**config.mk**
```make
export PLATFORM = sky130hd
export DESIGN_NAME = vc_buf_ctrl
export DESIGN_NICKNAME = d
export VERILOG_FILES = /design/src/rtl/vc_buf_ctrl.sv
export SDC_FILE = /design/constraint.sdc
export NUM_CORES = 1
export LEC_CHECK = 0
export BUFFER_PORTS_ARGS = -buffer_cell sky130_fd_sc_hd__buf_2
export CORE_ASPECT_RATIO = 2
export CORE_MARGIN = 2
export CORE_UTILIZATION = 40
export DETAILED_ROUTE_END_ITERATION = 8
export GPL_TIMING_DRIVEN = 0
export SLEW_MARGIN = 10
export SYNTH_ARGS = -nofsm -noshare
export SYNTH_HDL_FRONTEND = slang
export SYNTH_SLANG_ARGS = --single-unit
```
**constraint.sdc**
```tcl
create_clock -name CLK -period 8.4 [get_ports CLK]
set_input_delay 1.68 -clock CLK [delete_from_list [all_inputs] [get_ports CLK]]
set_output_delay 1.68 -clock CLK [all_outputs]
set_load 0.1 [all_outputs]
```
**src/rtl/vc_buf_ctrl.sv**
```systemverilog
// vc_buf_ctrl: splits one external dual-port RAM into NUM_VC circular FIFOs,
// one per virtual channel, and streams flits out round-robin across the
// non-empty channels.
//
// Optional build macro: VC_CREDIT_RET_EN adds CREDIT_VALID / CREDIT_VC, a
// registered one-cycle pulse after every output handshake that returns a
// credit for that flit's VC.
//
// Handshake: a flit moves on the output when OUT_VALID && OUT_READY are both
// high at a rising CLK edge. OUT_VALID never drops, and OUT_DATA / OUT_VC never
// change, until that edge. On the input side, a flit is taken when IN_VALID &&
// IN_READY[IN_VC]. A flit offered to a full VC is dropped and sets OVF_ERR.
//
// The FSM state is kept in state_q (type state_e) so checkers can bind to it.
module vc_buf_ctrl #(
  parameter int WIDTH    = 8,
  parameter int NUM_VC   = 4,
  parameter int VC_DEPTH = 4
) (
  input  logic                                   CLK,
  input  logic                                   RSTn,
  input  logic                                   IN_VALID,
  input  logic [$clog2(NUM_VC)-1:0]              IN_VC,
  input  logic [WIDTH-1:0]                       IN_DATA,
  output logic [NUM_VC-1:0]                      IN_READY,
  output logic                                   OUT_VALID,
  input  logic                                   OUT_READY,
  output logic [WIDTH-1:0]                       OUT_DATA,
  output logic [$clog2(NUM_VC)-1:0]              OUT_VC,
  output logic [NUM_VC-1:0]                      VC_EMPTY,
  output logic                                   OVF_ERR,
  output logic                                   RAM_WR_EN,
  output logic [$clog2(NUM_VC)+$clog2(VC_DEPTH)-1:0] RAM_WR_ADDR,
  output logic [WIDTH-1:0]                       RAM_WR_DATA,
  output logic                                   RAM_RD_EN,
  output logic [$clog2(NUM_VC)+$clog2(VC_DEPTH)-1:0] RAM_RD_ADDR,
  input  logic [WIDTH-1:0]                       RAM_RD_DATA
`ifdef VC_CREDIT_RET_EN
  ,
  output logic                                   CREDIT_VALID,
  output logic [$clog2(NUM_VC)-1:0]              CREDIT_VC
`endif
);

  localparam int VC_W   = $clog2(NUM_VC);
  localparam int PTR_W  = $clog2(VC_DEPTH);
  localparam int ADDR_W = VC_W + PTR_W;
  localparam int CNT_W  = PTR_W + 1;

  typedef enum logic [1:0] {
    ST_IDLE = 2'd0,
    ST_WAIT = 2'd1,
    ST_HOLD = 2'd2
  } state_e;

  state_e              state_q, state_d;
  logic [PTR_W-1:0]    wr_ptr_q [NUM_VC];
  logic [PTR_W-1:0]    wr_ptr_d [NUM_VC];
  logic [PTR_W-1:0]    rd_ptr_q [NUM_VC];
  logic [PTR_W-1:0]    rd_ptr_d [NUM_VC];
  logic [CNT_W-1:0]    count_q  [NUM_VC];
  logic [CNT_W-1:0]    count_d  [NUM_VC];
  logic [VC_W-1:0]     rr_q, rr_d;
  logic [VC_W-1:0]     lat_vc_q, lat_vc_d;
  logic [WIDTH-1:0]    out_data_q, out_data_d;
  logic [VC_W-1:0]     out_vc_q, out_vc_d;
  logic                ovf_q, ovf_d;

  logic                wr_acc;
  logic                any_ne;
  logic                issue;
  logic                grant_found;
  logic [VC_W-1:0]     grant;
  logic [VC_W-1:0]     scan_idx;
  logic [NUM_VC-1:0]   wr_hit;
  logic [NUM_VC-1:0]   rd_hit;

  // Per-VC status straight from the registered occupancy counts.
  always_comb begin
    IN_READY = '0;
    VC_EMPTY = '0;
    for (int v = 0; v < NUM_VC; v++) begin
      IN_READY[v] = (count_q[v] != CNT_W'(VC_DEPTH));
      VC_EMPTY[v] = (count_q[v] == '0);
    end
  end

  // Round-robin pick: first non-empty VC strictly after the last grant.
  always_comb begin
    grant_found = 1'b0;
    grant       = '0;
    scan_idx    = '0;
    for (int i = 1; i <= NUM_VC; i++) begin
      scan_idx = rr_q + VC_W'(i);
      if (!grant_found && !VC_EMPTY[scan_idx]) begin
        grant       = scan_idx;
        grant_found = 1'b1;
      end
    end
  end

  assign any_ne = ~&VC_EMPTY;
  assign wr_acc = IN_VALID && IN_READY[IN_VC];

  // FSM next state; decides when a RAM read is issued.
  always_comb begin
    state_d = state_q;
    issue   = 1'b0;
    case (state_q)
      ST_IDLE: begin
        if (any_ne) begin
          issue   = 1'b1;
          state_d = ST_WAIT;
        end
      end
      ST_WAIT: begin
        state_d = ST_HOLD;
      end
      ST_HOLD: begin
        if (OUT_READY) begin
          if (any_ne) begin
            issue   = 1'b1;
            state_d = ST_WAIT;
          end else begin
            state_d = ST_IDLE;
          end
        end
      end
      default: begin
        state_d = ST_IDLE;
      end
    endcase
  end

  // RAM strobes and addresses; written slots only become readable next cycle.
  always_comb begin
    RAM_WR_EN   = wr_acc;
    RAM_WR_ADDR = {IN_VC, wr_ptr_q[IN_VC]};
    RAM_WR_DATA = IN_DATA;
    RAM_RD_EN   = issue;
    RAM_RD_ADDR = {grant, rd_ptr_q[grant]};
  end

  // Pointer and count updates; a write and issue on one VC cancel in count.
  always_comb begin
    wr_hit = '0;
    rd_hit = '0;
    for (int v = 0; v < NUM_VC; v++) begin
      wr_hit[v]   = wr_acc && (IN_VC == VC_W'(v));
      rd_hit[v]   = issue && (grant == VC_W'(v));
      wr_ptr_d[v] = wr_ptr_q[v] + PTR_W'(wr_hit[v]);
      rd_ptr_d[v] = rd_ptr_q[v] + PTR_W'(rd_hit[v]);
      count_d[v]  = count_q[v] + CNT_W'(wr_hit[v]) - CNT_W'(rd_hit[v]);
    end
  end

  // Arbitration memory, output register capture and the sticky overflow flag.
  always_comb begin
    rr_d       = issue ? grant : rr_q;
    lat_vc_d   = issue ? grant : lat_vc_q;
    out_data_d = out_data_q;
    out_vc_d   = out_vc_q;
    if (state_q == ST_WAIT) begin
      out_data_d = RAM_RD_DATA;
      out_vc_d   = lat_vc_q;
    end
    ovf_d = ovf_q | (IN_VALID && !IN_READY[IN_VC]);
  end

  // Registered state; reset discards every queued or in-flight flit.
  always_ff @(posedge CLK or negedge RSTn) begin
    if (!RSTn) begin
      state_q    <= ST_IDLE;
      rr_q       <= VC_W'(NUM_VC - 1);
      lat_vc_q   <= '0;
      out_data_q <= '0;
      out_vc_q   <= '0;
      ovf_q      <= 1'b0;
      for (int v = 0; v < NUM_VC; v++) begin
        wr_ptr_q[v] <= '0;
        rd_ptr_q[v] <= '0;
        count_q[v]  <= '0;
      end
    end else begin
      state_q    <= state_d;
      rr_q       <= rr_d;
      lat_vc_q   <= lat_vc_d;
      out_data_q <= out_data_d;
      out_vc_q   <= out_vc_d;
      ovf_q      <= ovf_d;
      for (int v = 0; v < NUM_VC; v++) begin
        wr_ptr_q[v] <= wr_ptr_d[v];
        rd_ptr_q[v] <= rd_ptr_d[v];
        count_q[v]  <= count_d[v];
      end
    end
  end

  assign OUT_VALID = (state_q == ST_HOLD);
  assign OUT_DATA  = out_data_q;
  assign OUT_VC    = out_vc_q;
  assign OVF_ERR   = ovf_q;

`ifdef VC_CREDIT_RET_EN
  logic            credit_valid_q, credit_valid_d;
  logic [VC_W-1:0] credit_vc_q, credit_vc_d;

  // One credit pulse per completed output handshake, tagged with its VC.
  always_comb begin
    credit_valid_d = OUT_VALID && OUT_READY;
    credit_vc_d    = (OUT_VALID && OUT_READY) ? out_vc_q : '0;
  end

  // Credit return register.
  always_ff @(posedge CLK or negedge RSTn) begin
    if (!RSTn) begin
      credit_valid_q <= 1'b0;
      credit_vc_q    <= '0;
    end else begin
      credit_valid_q <= credit_valid_d;
      credit_vc_q    <= credit_vc_d;
    end
  end

  assign CREDIT_VALID = credit_valid_q;
  assign CREDIT_VC    = credit_vc_q;
`endif

endmodule

```
==> out/results.env <==
FINALSETUPVIOLATIONS=0
CLKSLEWWORSTSETUPHOLDPATHS_NS=0.06
MAX-CLOCK-PATH-BUFFERS=2
CELL_TAKING_THE_MOST_AREA_AFTER_SYNTHESIS='dfrtp_1'
ANT_NETS=0
NUMBER_OF_FAILING_HOLD_ENDPOINTS_AT_THE_FINAL_STAGE=0
FLOORPLAN.ROWS=39
SYNTH_NET_COUNT=226
CTS_SETUP_BUFFERS=0
HOLD_BUFFERS=0
FINAL-MAX-SLEW-VIOLATION-COUNT=0
VIASPERCELL=5.12
PATH_CELLS='clkbuf_1 -> nor4b_1 -> a211oi_1 -> a21oi_1 -> nor2b_1 -> buf_2'
DP_HPWL_UM=3330
WORST_CLOCK_SKEW_NS=0.00563
SYN_AREA_PER_CELL_UM2=12.2
SYNTHFLOPTYPE='dfrtp_1'
NUMPORTBUFFERS=49
CLK_ROOT_BUFFER_CELL='clkbuf_16'
GRT_OVERFLOW=0
DIE-WIDTH_UM=58.1
SYNTH-EDFF-COUNT=0
FINAL.PERIOD_UTILIZATION=0.558
DETAIL_ROUTE.WIRELENGTH_UM=4400
LAYOUT-AREA-OVERHEAD-VS-SYNTH_PCT=20.0
CRITPATHCAPTURETYPE='output pin'
SYNTHESIS.AREA_UM2=2340
WL_PER_CELL_UM=14.2
CTSHTREEMAXLEVEL=2
DIE_Y_UM=112
GP_CONGESTION=0.726
SYNTH_TOP_AREA_FRAC=0.459
CRITICALPATHCATEGORY='in -> out'
IOS=60
SYNTHCELLS=192
WORST_HOLD_PATH_TYPE='reg -> reg'
STARTING_DENSITY=0.411
CTS.REPAIR.RESIZED=0
OVERALL_FRACTION_OF_GLOBAL_ROUTE_TRACKS_IN_USE=0.151
CTS.SINKS=45
TRITONCTS='built'
CORE_REGION_AREA_UM2=5710
GRT_PASS1_VIAS=1651
GRT_SETUP_UNREPAIRED='no'
LAYOUT.NETS=282
DRTPASS1ITERATIONS=4
DIODES=0
WORST_EP_REQUIRED_TIME_NS=6.72
CRITPATHMAXFANOUT=9
TIMING.SETUP.TNS_NS=0
SYNTH_REGISTER_BITS=45
SYNTH_CELL_TYPE_COUNT=50
FINAL_COMMON_CELL='buf_2'
INSERTION_DELAY_NS=0.28
FINAL_LAYOUT_SIZE_SUFFIX_GT1_FRAC=0.406
OUTCOME='finished, final reports clean'
MASTER_OF_THE_SLOWEST_INSTANCE_ON_THE_CRITICAL_PATH='buf_2'
SYNTH_ASYNC_SR_FLOP_SHARE=1.00
DETAILEDROUTE.FIRSTITERATIONVIOLATIONS=32
ROUTE.DETAILED.DRC=0
POST_SYNTH_MAIN_AREA_CONTRIBUTORS='dfrtp_1 (46%), xor2_1 (6.0%), mux2_2 (5.8%)'
DIEAREA_UM2=6530
TIGHTEST_SLEW_NS=1.00
WORST-ENDPOINT-ARRIVAL_NS=3.01
FMAX_GHz=0.213
CRITPATHMAXSTAGEDELAY_NS=0.43
CTS_BUFFERS=5
ROUTE.VIAS.TOTAL=1588
SYNTHESIS.YOSYS.WARNINGS=0
GRT_START_MAX_NET_PINS=46
COMMONEST_CELLS_AFTER_ROUTING_FILL_AND_TAPS_ASIDE='buf_2 (50), dfrtp_1 (43), xor2_1 (16), mux2_2 (12)'
YOSYSSEQAREASHARE=0.481
FINALCRITICALPERIOD_NS=4.69
TIMING.CRITICAL_PATH.FROM_TYPE='input pin'
GRT_FIRST_PASS_WIRELENGTH_UM=7470
GRT_ANTENNA_BEFORE_REPAIR=0
TIMING.MAX_SLEW.REL_SLACK=0.333
MAXCAPVIOLCOUNT=0
[registers in the layout (all words and copies together), names as in the netlist]
register,count
wr_ptr_q,8
lat_vc_q,2
OVF_ERR,1
state_q,2
OUT_VC,2
rd_ptr_q,8
rr_q,2
OUT_DATA,8
count_q,12
[layer usage]
metal,global-route usage,part of all wire
met1,0.159,0.38
met2,0.273,0.55
met4,0.0806,0.027
met3,0.0253,0.044
met5,0,0
[worst max-delay path: cells and delay by family]
family	cells	cell delay (ns)
buffers and inverters	2	0.75
AOI/OAI and AO/OA	2	0.32
and+or+nand+nor	2	0.24
[worst paths after layout]
kind,startpoint,to,slack (ns),cells past startpoint
setup / recovery,IN_VC[1],RAM_WR_EN,3.71,6
hold / removal,wr_ptr_q[1],wr_ptr_q[1],0.46,1
setup reg to reg,count_q[4],count_q[8],5.28,11
hold reg to reg,wr_ptr_q[1],wr_ptr_q[1],0.46,1
max in group asynchronous,RSTn,OVF_ERR,6.22,1
min in group asynchronous,RSTn,state_q[0],1.56,1
[logic make-up after synthesis]
| logic type | after synthesis | share of synthesized area |
|---|---|---|
| fa+ha+maj | 12 | 0.0768 |
| flops | 45 | 0.481 |
| xor+xnor | 24 | 0.0896 |
| buf+inv | 32 | 0.0747 |
| mux | 18 | 0.0939 |
| compound gates | 16 | 0.0496 |
| simple gates | 45 | 0.134 |
[synth_stat cells, types with 2 or more instances]
master and count:
ha_1 8, xnor2_1 8, a22oi_1 2, buf_4 11, dfrtp_1 43, nor2_1 8, inv_2 4, nor4_1 2
inv_1 11, mux4_2 2, fa_1 4, a21oi_1 2, mux2_2 12, nand2_1 9, clkbuf_1 3, and4_1 2
or3_4 3, nor2b_1 3, nand2b_1 3, mux2i_1 4, xor2_1 16, and3_1 2, dfstp_2 2, o21ai_0 2
[final cells by class]
cell class	count	area (um2)
Buffer	16	110
Clock buffer	5	125
Clock inverter	3	22.5
Fill cell	541	2900
Inverter	16	65.1
Multi-Input combinational cell	115	1040
Sequential cell	45	1130
Tap cell	61	76.3
Timing Repair Buffer	49	245
[per-stage QoR]
stage               cells  utilization  cell area, um2  setup slack [ns]  hold slack, ns
global route          310        0.493            2810              3.53           0.469
finish                310        0.493            2810              3.71           0.458
detailed placement    302        0.467            2670              3.71           0.448
global placement      302        0.467            2670              3.73           0.436
CTS                   310        0.493            2810              3.70           0.464
floorplan             192            -            2340              2.80           0.433
Power is left out: the tool's default activity adds up to more than one toggle a clock period on the data nets, which glitch-free logic cannot reach.
